### src/rtl/mem_arbiter.sv
// mem_arbiter: two-port round-robin arbiter in front of a cache memory with repeat-write priming and timeout recovery
module mem_arbiter #(
  parameter int TIMEOUT = 63
) (
  input  logic       clock,
  input  logic       reset,
  input  logic       req0,
  input  logic       req1,
  input  logic       we0,
  input  logic       we1,
  input  logic [4:0] addr0,
  input  logic [4:0] addr1,
  input  logic [7:0] wdata0,
  input  logic [7:0] wdata1,
  output logic       ack0,
  output logic       ack1,
  output logic [7:0] rdata,
  output logic       err,
  output logic       busy,
  output logic       grant_id,
  output logic [4:0] mem_address,
  output logic [7:0] mem_data,
  output logic       mem_wren,
  input  logic [7:0] mem_q,
  input  logic       mem_valid
);
  typedef enum logic [1:0] {SETTLE, IDLE, ISSUE, WAIT} state_t;
  state_t state, state_d;
  logic prime, prime_d, grant_d, ack0_d, ack1_d, err_d, wren_d, last_wren, last_wren_d, seen, seen_d;
  logic [7:0] rdata_d, data_d;
  logic [4:0] addr_d, last_addr, last_addr_d;
  logic [5:0] cnt, cnt_d;
  logic elig0, elig1, pick, pick_we, repeat_wr;
  logic [4:0] pick_addr;
  logic [7:0] pick_data;
  assign elig0 = req0 && !ack0;
  assign elig1 = req1 && !ack1;
  assign pick = elig0 && elig1 ? !grant_id : elig1;
  assign pick_we = pick ? we1 : we0;
  assign pick_addr = pick ? addr1 : addr0;
  assign pick_data = pick ? wdata1 : wdata0;
  // the memory only restarts on an address/wren change, so a repeated write is primed by a read first
  assign repeat_wr = pick_we && pick_addr == last_addr && last_wren;
  assign busy = state != IDLE;
  always_comb begin
    state_d = state;
    prime_d = prime;
    grant_d = grant_id;
    ack0_d = 1'b0;
    ack1_d = 1'b0;
    err_d = 1'b0;
    rdata_d = rdata;
    addr_d = mem_address;
    data_d = mem_data;
    wren_d = mem_wren;
    cnt_d = cnt;
    last_addr_d = last_addr;
    last_wren_d = last_wren;
    seen_d = 1'b0;
    case (state)
      SETTLE: begin
        seen_d = mem_valid;
        if (mem_valid && seen) begin
          state_d = IDLE;
          last_addr_d = 5'd0;
          last_wren_d = 1'b0;
          seen_d = 1'b0;
        end
      end
      IDLE: if (elig0 || elig1) begin
        grant_d = pick;
        addr_d = pick_addr;
        data_d = pick_data;
        wren_d = pick_we && !repeat_wr;
        prime_d = repeat_wr;
        state_d = ISSUE;
      end
      ISSUE: begin
        cnt_d = 6'd0;
        state_d = WAIT;
      end
      WAIT: if (mem_valid) begin
        if (prime) begin
          prime_d = 1'b0;
          wren_d = 1'b1;
          state_d = ISSUE;
        end else begin
          rdata_d = mem_q;
          ack0_d = !grant_id;
          ack1_d = grant_id;
          last_addr_d = mem_address;
          last_wren_d = mem_wren;
          state_d = IDLE;
        end
      end else if (cnt >= 6'(TIMEOUT)) begin
        ack0_d = !grant_id;
        ack1_d = grant_id;
        err_d = 1'b1;
        rdata_d = 8'h00;
        prime_d = 1'b0;
        addr_d = 5'd0;
        wren_d = 1'b0;
        state_d = SETTLE;
      end else begin
        cnt_d = cnt == 6'h3f ? cnt : cnt + 6'd1;
      end
    endcase
  end
  always_ff @(posedge clock) begin
    if (reset) begin
      state <= SETTLE;
      prime <= 1'b0;
      grant_id <= 1'b1;
      ack0 <= 1'b0;
      ack1 <= 1'b0;
      err <= 1'b0;
      rdata <= 8'h00;
      mem_address <= 5'd0;
      mem_data <= 8'h00;
      mem_wren <= 1'b0;
      cnt <= 6'd0;
      last_addr <= 5'd0;
      last_wren <= 1'b0;
      seen <= 1'b0;
    end else begin
      state <= state_d;
      prime <= prime_d;
      grant_id <= grant_d;
      ack0 <= ack0_d;
      ack1 <= ack1_d;
      err <= err_d;
      rdata <= rdata_d;
      mem_address <= addr_d;
      mem_data <= data_d;
      mem_wren <= wren_d;
      cnt <= cnt_d;
      last_addr <= last_addr_d;
      last_wren <= last_wren_d;
      seen <= seen_d;
    end
  end
endmodule

### config.mk
export PLATFORM = sky130hd
export DESIGN_NAME = mem_arbiter
export DESIGN_NICKNAME = d
export VERILOG_FILES = /design/src/rtl/mem_arbiter.sv
export SDC_FILE = /design/constraint.sdc
export NUM_CORES = 1
export LEC_CHECK = 0
export CORE_MARGIN = 2
export CORE_UTILIZATION = 46
export CTS_BUF_LIST = sky130_fd_sc_hd__clkbuf_4
export CTS_CLUSTER_DIAMETER = 30
export DETAILED_ROUTE_END_ITERATION = 7
export PLACE_DENSITY = 0.82
export SLEW_MARGIN = 20
export SYNTH_ARGS = -nofsm -noshare
export SYNTH_HDL_FRONTEND = slang
export SYNTH_SLANG_ARGS = --single-unit
### constraint.sdc
create_clock -name clock -period 2.05 [get_ports clock]
set_clock_uncertainty 0.05 [all_clocks]
set_input_delay 0.3075 -clock clock [delete_from_list [all_inputs] [get_ports clock]]
set_output_delay 0.3075 -clock clock [all_outputs]
set_load 0.05 [all_outputs]
Word-level counts from Yosys, hierarchy flattened
Index checks and enable logic that the tools add are counted.
{"block": "totals", "regBits": 42, "wordCells": 107}
{"block": "op_classes", "addsub": 1, "order_cmp": 1, "n_eq_ne": 17, "n_mux": 44, "bitwise_logic": 2, "n_reduce_logical": 28}
{"op": "$mux W5", "n": 7}
{"op": "$mux W8", "n": 4}
{"op": "$pmux W5 S2", "n": 2}
{"op": "$mux W1", "n": 18}
{"op": "$mux W6", "n": 3}
{"op": "$ne A2 B2 Y1 const B", "n": 9}
{"op": "$reduce_and A4 Y1", "n": 4}
{"op": "$pmux W6 S2", "n": 1}
{"op": "$mux W2", "n": 5}
{"op": "$reduce_and A3 Y1", "n": 3}
{"op": "$pmux W2 S4", "n": 1}
{"op": "$reduce_bool A2 Y1", "n": 4}
{"op": "$logic_and A1 B1 Y1", "n": 7}
{"op": "$add A6 B1 Y6 const B", "n": 1}
{"op": "$eq A6 B6 Y1 const B", "n": 1}
{"op": "$ge A6 B6 Y1 const B", "n": 1}
{"op": "$ne A3 B3 Y1 const B", "n": 2}
{"op": "$pmux W1 S2", "n": 3}
{"op": "$reduce_or A3 Y1", "n": 2}
{"op": "$eq A5 B5 Y1", "n": 1}
{"op": "$eq A2 B2 Y1 const B", "n": 2}
{"op": "$logic_not A1 Y1", "n": 4}
{"op": "$eq A2 B1 Y1 const B", "n": 1}
{"op": "$logic_not A2 Y1", "n": 1}
{"op": "5 further kinds", "n": 6}

Logic depth before layout (Yosys ltp)
Gate-level depths: netlist of run 1.
{"block": "depth", "word_depth": 12, "mapped_depth": 8, "ltp_nobuf": 7}

Worst setup path before layout of run 1
OpenSTA, ideal clock, no wires.
{"block": "synth_path", "kind": "reg-to-reg", "from": "reg ack1", "to": "reg mem_wren", "setup_time_ns": 0.129, "arrival_ns": 1.838, "setup_slack_ns": 0.034, "path_stages_with_launch": 9, "path_buffers": 2, "path_cell_list": "dfxtp_1 -> nand2b_4 -> o21bai_1 -> buf_6 -> buf_6 -> mux2i_2 -> xnor2_1 -> nor4_2 -> a21oi_1"}
{"block": "synth_via", "elab_chain_cells": 12, "word_cells_on_any_way": 16}
{"element": "start, declared", "line": "16", "text": "output logic ack1,"}
{"element": "start signal, assigned", "line": "130", "text": "ack1 <= ack1_d;"}
{"element": "$logic_not A1 Y1 (*)", "line": "37", "text": "assign elig1 = req1 && !ack1;"}
{"element": "$logic_and A1 B1 Y1 (*)", "line": "37"}
{"element": "$logic_and A1 B1 Y1", "line": "38", "text": "assign pick = elig0 && elig1 ? !grant_id : elig1;"}
{"element": "$mux W1", "line": "38"}
{"element": "$mux W5", "line": "40", "text": "assign pick_addr = pick ? addr1 : addr0;"}
{"element": "$eq A5 B5 Y1", "line": "43", "text": "assign repeat_wr = pick_we && pick_addr == last_addr && last_wren;"}
{"element": "$logic_and A1 B1 Y1 (2 in a row)", "line": "43"}
{"element": "$logic_not A1 Y1", "line": "74", "text": "wren_d = pick_we && !repeat_wr;"}
{"element": "$logic_and A1 B1 Y1", "line": "74"}
{"element": "$mux W1", "line": "70", "text": "IDLE: if (elig0 || elig1) begin"}
{"element": "$pmux W1 S2", "line": "60", "text": "case (state)"}
{"element": "end signal, assigned", "line": "135", "text": "mem_wren <= wren_d;"}
{"element": "end, declared", "line": "23", "text": "output logic mem_wren,"}
Every way passes the cells marked *; elsewhere a longest branch is shown, timed or not. The select of a mux whose other input is x is not followed.
A chain may end at the register's enable or synchronous reset.

Worst setup path after layout of run 1
{"block": "layout_path", "from": "reg grant_id", "to": "out grant_id"}
{"element": "start, declared", "line": "20", "text": "output logic grant_id,"}
{"element": "start signal, assigned", "line": "128", "text": "grant_id <= grant_d;"}
No word-level cell between the ends.

==> results.rst, run 1 <==
.. list-table::
   :header-rows: 1

   * - Metric
     - Value
   * - Run status
     - complete, no violations
   * - Final worst setup slack
     - 0.104 ns
   * - Pint
     - 1.22 mW
   * - CTS Root Cell
     - clkbuf_4
   * - Compound-Gate Fraction of Synth Area
     - 16.4%
   * - Commonest register cell after synthesis
     - dfxtp_1
   * - Clock tree from TritonCTS
     - done
   * - Detailed placer's ending HPWL
     - 3560 um
   * - Reported max-cap violation count
     - 0
   * - Worst endpoint data arrival time
     - 1.59 ns
   * - Dominant cells by area after synthesis
     - dfxtp_1 (44%), nor2_1 (8.7%), mux2i_1 (6.3%)
   * - Switching component of the power
     - 557 uW
   * - Fraction of synthesis flops using an asynchronous set or reset pin
     - 0%
   * - Biggest area consumer among synthesized cells
     - dfxtp_1
   * - Wire per inst
     - 13.4 um
   * - Power density over the cells
     - 647 nW/um2
   * - Sequential fraction of the synthesis area
     - 44.2%
   * - CP Max Fanout
     - 4
   * - Count of warnings emitted by yosys
     - 0
   * - Final-stage net count
     - 344
   * - Number of instances on the worst hold path
     - 2
   * - Worst setup EP type
     - output pin
   * - Worst reg2reg path startpoint
     - cnt[0]$_SDFFE_PP0P_
   * - Total leakage power
     - 1.02 nW
   * - Worst path buffer plus inverter count
     - 1
   * - Cell area after synthesis
     - 1900 um2
   * - Number of antenna violations at the first check in global routing
     - 0
   * - Setup Slack @ Placement
     - -0.245 ns
   * - Vertical die dimension
     - 68.3 um
   * - Type of origin of the critical path
     - register
   * - Util after Layout
     - 68.8%
   * - Clock network power share
     - 22.5%
   * - Routability Congestion
     - 0.828
   * - FMAX
     - 0.514 GHz
   * - Top delay family on crit path
     - buffers and inverters
   * - Maximum single-stage delay on the critical path
     - 0.84 ns
   * - IO Pins
     - 68
   * - Global Route Usage Sum
     - 21.3%
   * - Start point of the worst hold path
     - rdata[0]$_SDFFE_PP0P_
   * - Clock latency reported for the late side of the worst-skew pair
     - 0.34 ns
   * - Clock period minus worst slack
     - 1.95 ns
   * - Vias in the first global route
     - 1,652
   * - Dominant combinational cell family by area after synthesis
     - simple AND/OR/NAND/NOR gates
   * - Sum of routed wire segments on met1
     - 2020 um
   * - Start point of the critical path
     - grant_id$_SDFFE_PP1P_
   * - FF-to-FF path depth
     - 7
   * - TritonCTS buffer count
     - 5
   * - Core area
     - 4000 um2
   * - CP cell instances
     - clkdlybuf4s50_1
   * - Setup TNS
     - 0 ns
   * - Class of the tightest hold or removal check
     - register to register
   * - Switching power share of the total
     - 31.3%
   * - Starting DRC count in detailed routing
     - 132
   * - Data required, critical path
     - 1.69 ns
   * - Cell count after synthesis
     - 228
   * - Post-synthesis xor/xnor area fraction
     - 3.69%
   * - Die X-Extent
     - 68.3 um
   * - Most instantiated cells after synthesis
     - nor2_1 (44), dfxtp_1 (42), a21oi_1 (23)
   * - Detail Route met3 WL
     - 276 um
   * - Slew at the pin closest to its max-slew limit
     - 0.536 ns
   * - Total power of the final layout
     - 1.78 mW
   * - Number of rows in the core area
     - 23
   * - Antenna cell count
     - 0
   * - Effective utilization at floorplan
     - 47.5%
   * - Share of layout cells above drive strength 1
     - 10.9%
   * - Worst path depth
     - 1
   * - First-pass iteration count of the detailed router
     - 4
   * - Power share of the combinational group
     - 27.5%
   * - Final Max Tran Viols
     - 0
   * - Remaining routing DRC violations
     - 0
   * - Detail-routed via count per cell
     - 5.19
   * - Post-route ant nets
     - 0
   * - Most used standard cell by instance count after synthesis
     - nor2_1
   * - Total vias in the final route
     - 1,827
   * - Routed length on met2
     - 2390 um
   * - Fin. Hold Viols
     - 0
   * - Synth cell types
     - 40
   * - Synthesis-to-layout area growth
     - 44.7%
   * - Final cycle utilization of the critical path
     - 94.9%
   * - Simple-gate area share of the yosys netlist
     - 22.4%
   * - Sink Count
     - 42
   * - Routed Wire Length
     - 4720 um
   * - Top routing layer in use
     - met4
   * - Proportion of netlist area held by the largest area contributor
     - 44.2%
   * - Hold-fix buffers at CTS
     - 0
   * - Die area
     - 4660 um2
   * - Max-Slew Margin vs Limit
     - 64.2%
   * - Setup-violating endpoint count in the final report
     - 0
   * - Net count after synthesis
     - 270
   * - Clock input transition at the sequential cells of the worst setup and hold paths
     - 0.11 ns
   * - Slowest cell on the critical path
     - clkdlybuf4s50_1
   * - RSZ-0062 raised after global routing
     - true
   * - Post-synthesis share of cell area spent on full adders, half adders and majority gates
     - 0.658%
   * - Max IR drop VDD
     - 480 uV
   * - Count of state elements after synthesis
     - 42
   * - Maximum number of buffers from clock root to sink
     - 2
   * - Number of enable-type register cells in the synthesized netlist
     - 0
   * - Depth of the CTS H-tree
     - 2
   * - First-pass GRT wire length
     - 7470 um
   * - Port Buffers
     - 67
   * - Post-synthesis average cell area
     - 8.34 um2
   * - Portion of netlist area occupied by mux cells
     - 8.36%
   * - Category of the most critical setup path
     - register to output pin
   * - Sequential share of power
     - 50.0%
   * - Maximum number of pins on one net before global-route repair
     - 20
   * - Overall overflow remaining after global route
     - 0
==> kinds of logic after synthesis <==
family	count (synthesis)
adder cells (fa/ha/maj)	1
flip-flops	42
buffers and inverters	17
AND/OR/NAND/NOR	94
AO/OA/AOI/OAI	51
multiplexers	15
XOR/XNOR	8
==> per-layer routing <==
metal	GRT usage [%]	vias up
li1	-	935
met1	27.0	834
met2	35.9	54
met3	5.76	4
met4	5.25	0
met5	0	-
==> repair_timing <==
action	4_1_cts	5_1_grt
setup endpoints to repair	0	15
buffers inserted	0	0
resized for setup	0	6
endpoints found under the hold margin	0	0
==> power by group through the flow <==
stage	combinational [mW]	sequential [mW]	clock (mW)
after floorplan	0.193	1.00	0
after global placement	0.477	0.907	0
after detailed placement	0.482	0.908	0
after CTS	0.484	0.889	0.417
after global routing	0.525	0.896	0.454
final	0.489	0.890	0.400
==> layout by cell type, fill, tap and decap left out, types with 2 or more instances in the layout <==
| cell | Yosys | final |
|---|---|---|
| buf_4 | 0 | 13 |
| nand3_1 | 11 | 11 |
| nor4_1 | 3 | 3 |
| nand2b_1 | 2 | 2 |
| mux2i_1 | 12 | 12 |
| inv_2 | 2 | 2 |
| mux2i_2 | 2 | 2 |
| o21ai_0 | 4 | 4 |
| a211oi_1 | 9 | 9 |
| xor2_1 | 2 | 2 |
| a21oi_1 | 23 | 23 |
| nand2_1 | 20 | 20 |
| a22oi_1 | 2 | 2 |
| o21ai_1 | 4 | 3 |
| nand4_1 | 2 | 2 |
| nor2_1 | 44 | 44 |
| nor3_1 | 4 | 3 |
| clkdlybuf4s50_1 | 0 | 66 |
| inv_1 | 3 | 3 |
| xnor2_1 | 6 | 6 |
| and2_1 | 2 | 2 |
| clkbuf_4 | 0 | 7 |
| dfxtp_1 | 42 | 42 |
==> stage by stage <==
stage	hold WS (ns)	cells	instance area (um2)
2_1_floorplan	0.406	228	1900
3_3_place_gp	0.387	345	2660
3_5_place_dp	0.396	345	2660
4_1_cts	0.411	352	2720
5_1_grt	0.438	352	2750
6_report	0.411	352	2750
==> sequential cells by signal (all words and copies together), names as in the netlist <==
name,cells
state,2
mem_data,8
err,1
prime,1
mem_address,5
mem_wren,1
ack0,1
last_wren,1
rdata,8
ack1,1
last_addr,5
seen,1
cnt,6
grant_id,1
==> path summary, 6_finish.rpt <==
| kind | to | slack (ns) |
|---|---|---|
| min reg2reg | rdata[0]$_SDFFE_PP0P_ | 0.41 |
| max reg2reg | rdata[7]$_SDFFE_PP0P_ | 0.13 |
| min | rdata[0]$_SDFFE_PP0P_ | 0.41 |
| max | grant_id | 0.10 |
==> final cells by class <==
| class | instances | area [um2] |
|---|---|---|
| clock buffers | 7 | 52.6 |
| fillers | 333 | 1250 |
| inverters | 5 | 18.8 |
| multi-input cells | 169 | 1020 |
| flip-flops and latches | 42 | 841 |
| well taps | 50 | 62.6 |
| repair buffers | 79 | 758 |
No activity file was read; power rests on OpenSTA's default activity.
==> inputs of run 2 (changes only) <==
--- a/config.mk
+++ b/config.mk
@@ -11,7 +11,6 @@
 export CTS_CLUSTER_DIAMETER = 30
 export DETAILED_ROUTE_END_ITERATION = 7
 export PLACE_DENSITY = 0.82
-export SLEW_MARGIN = 20
 export SYNTH_ARGS = -nofsm -noshare
 export SYNTH_HDL_FRONTEND = slang
 export SYNTH_SLANG_ARGS = --single-unit
==> results of run 2 <==
No change in the layout: final DEF, timing and power equal those of run 1.
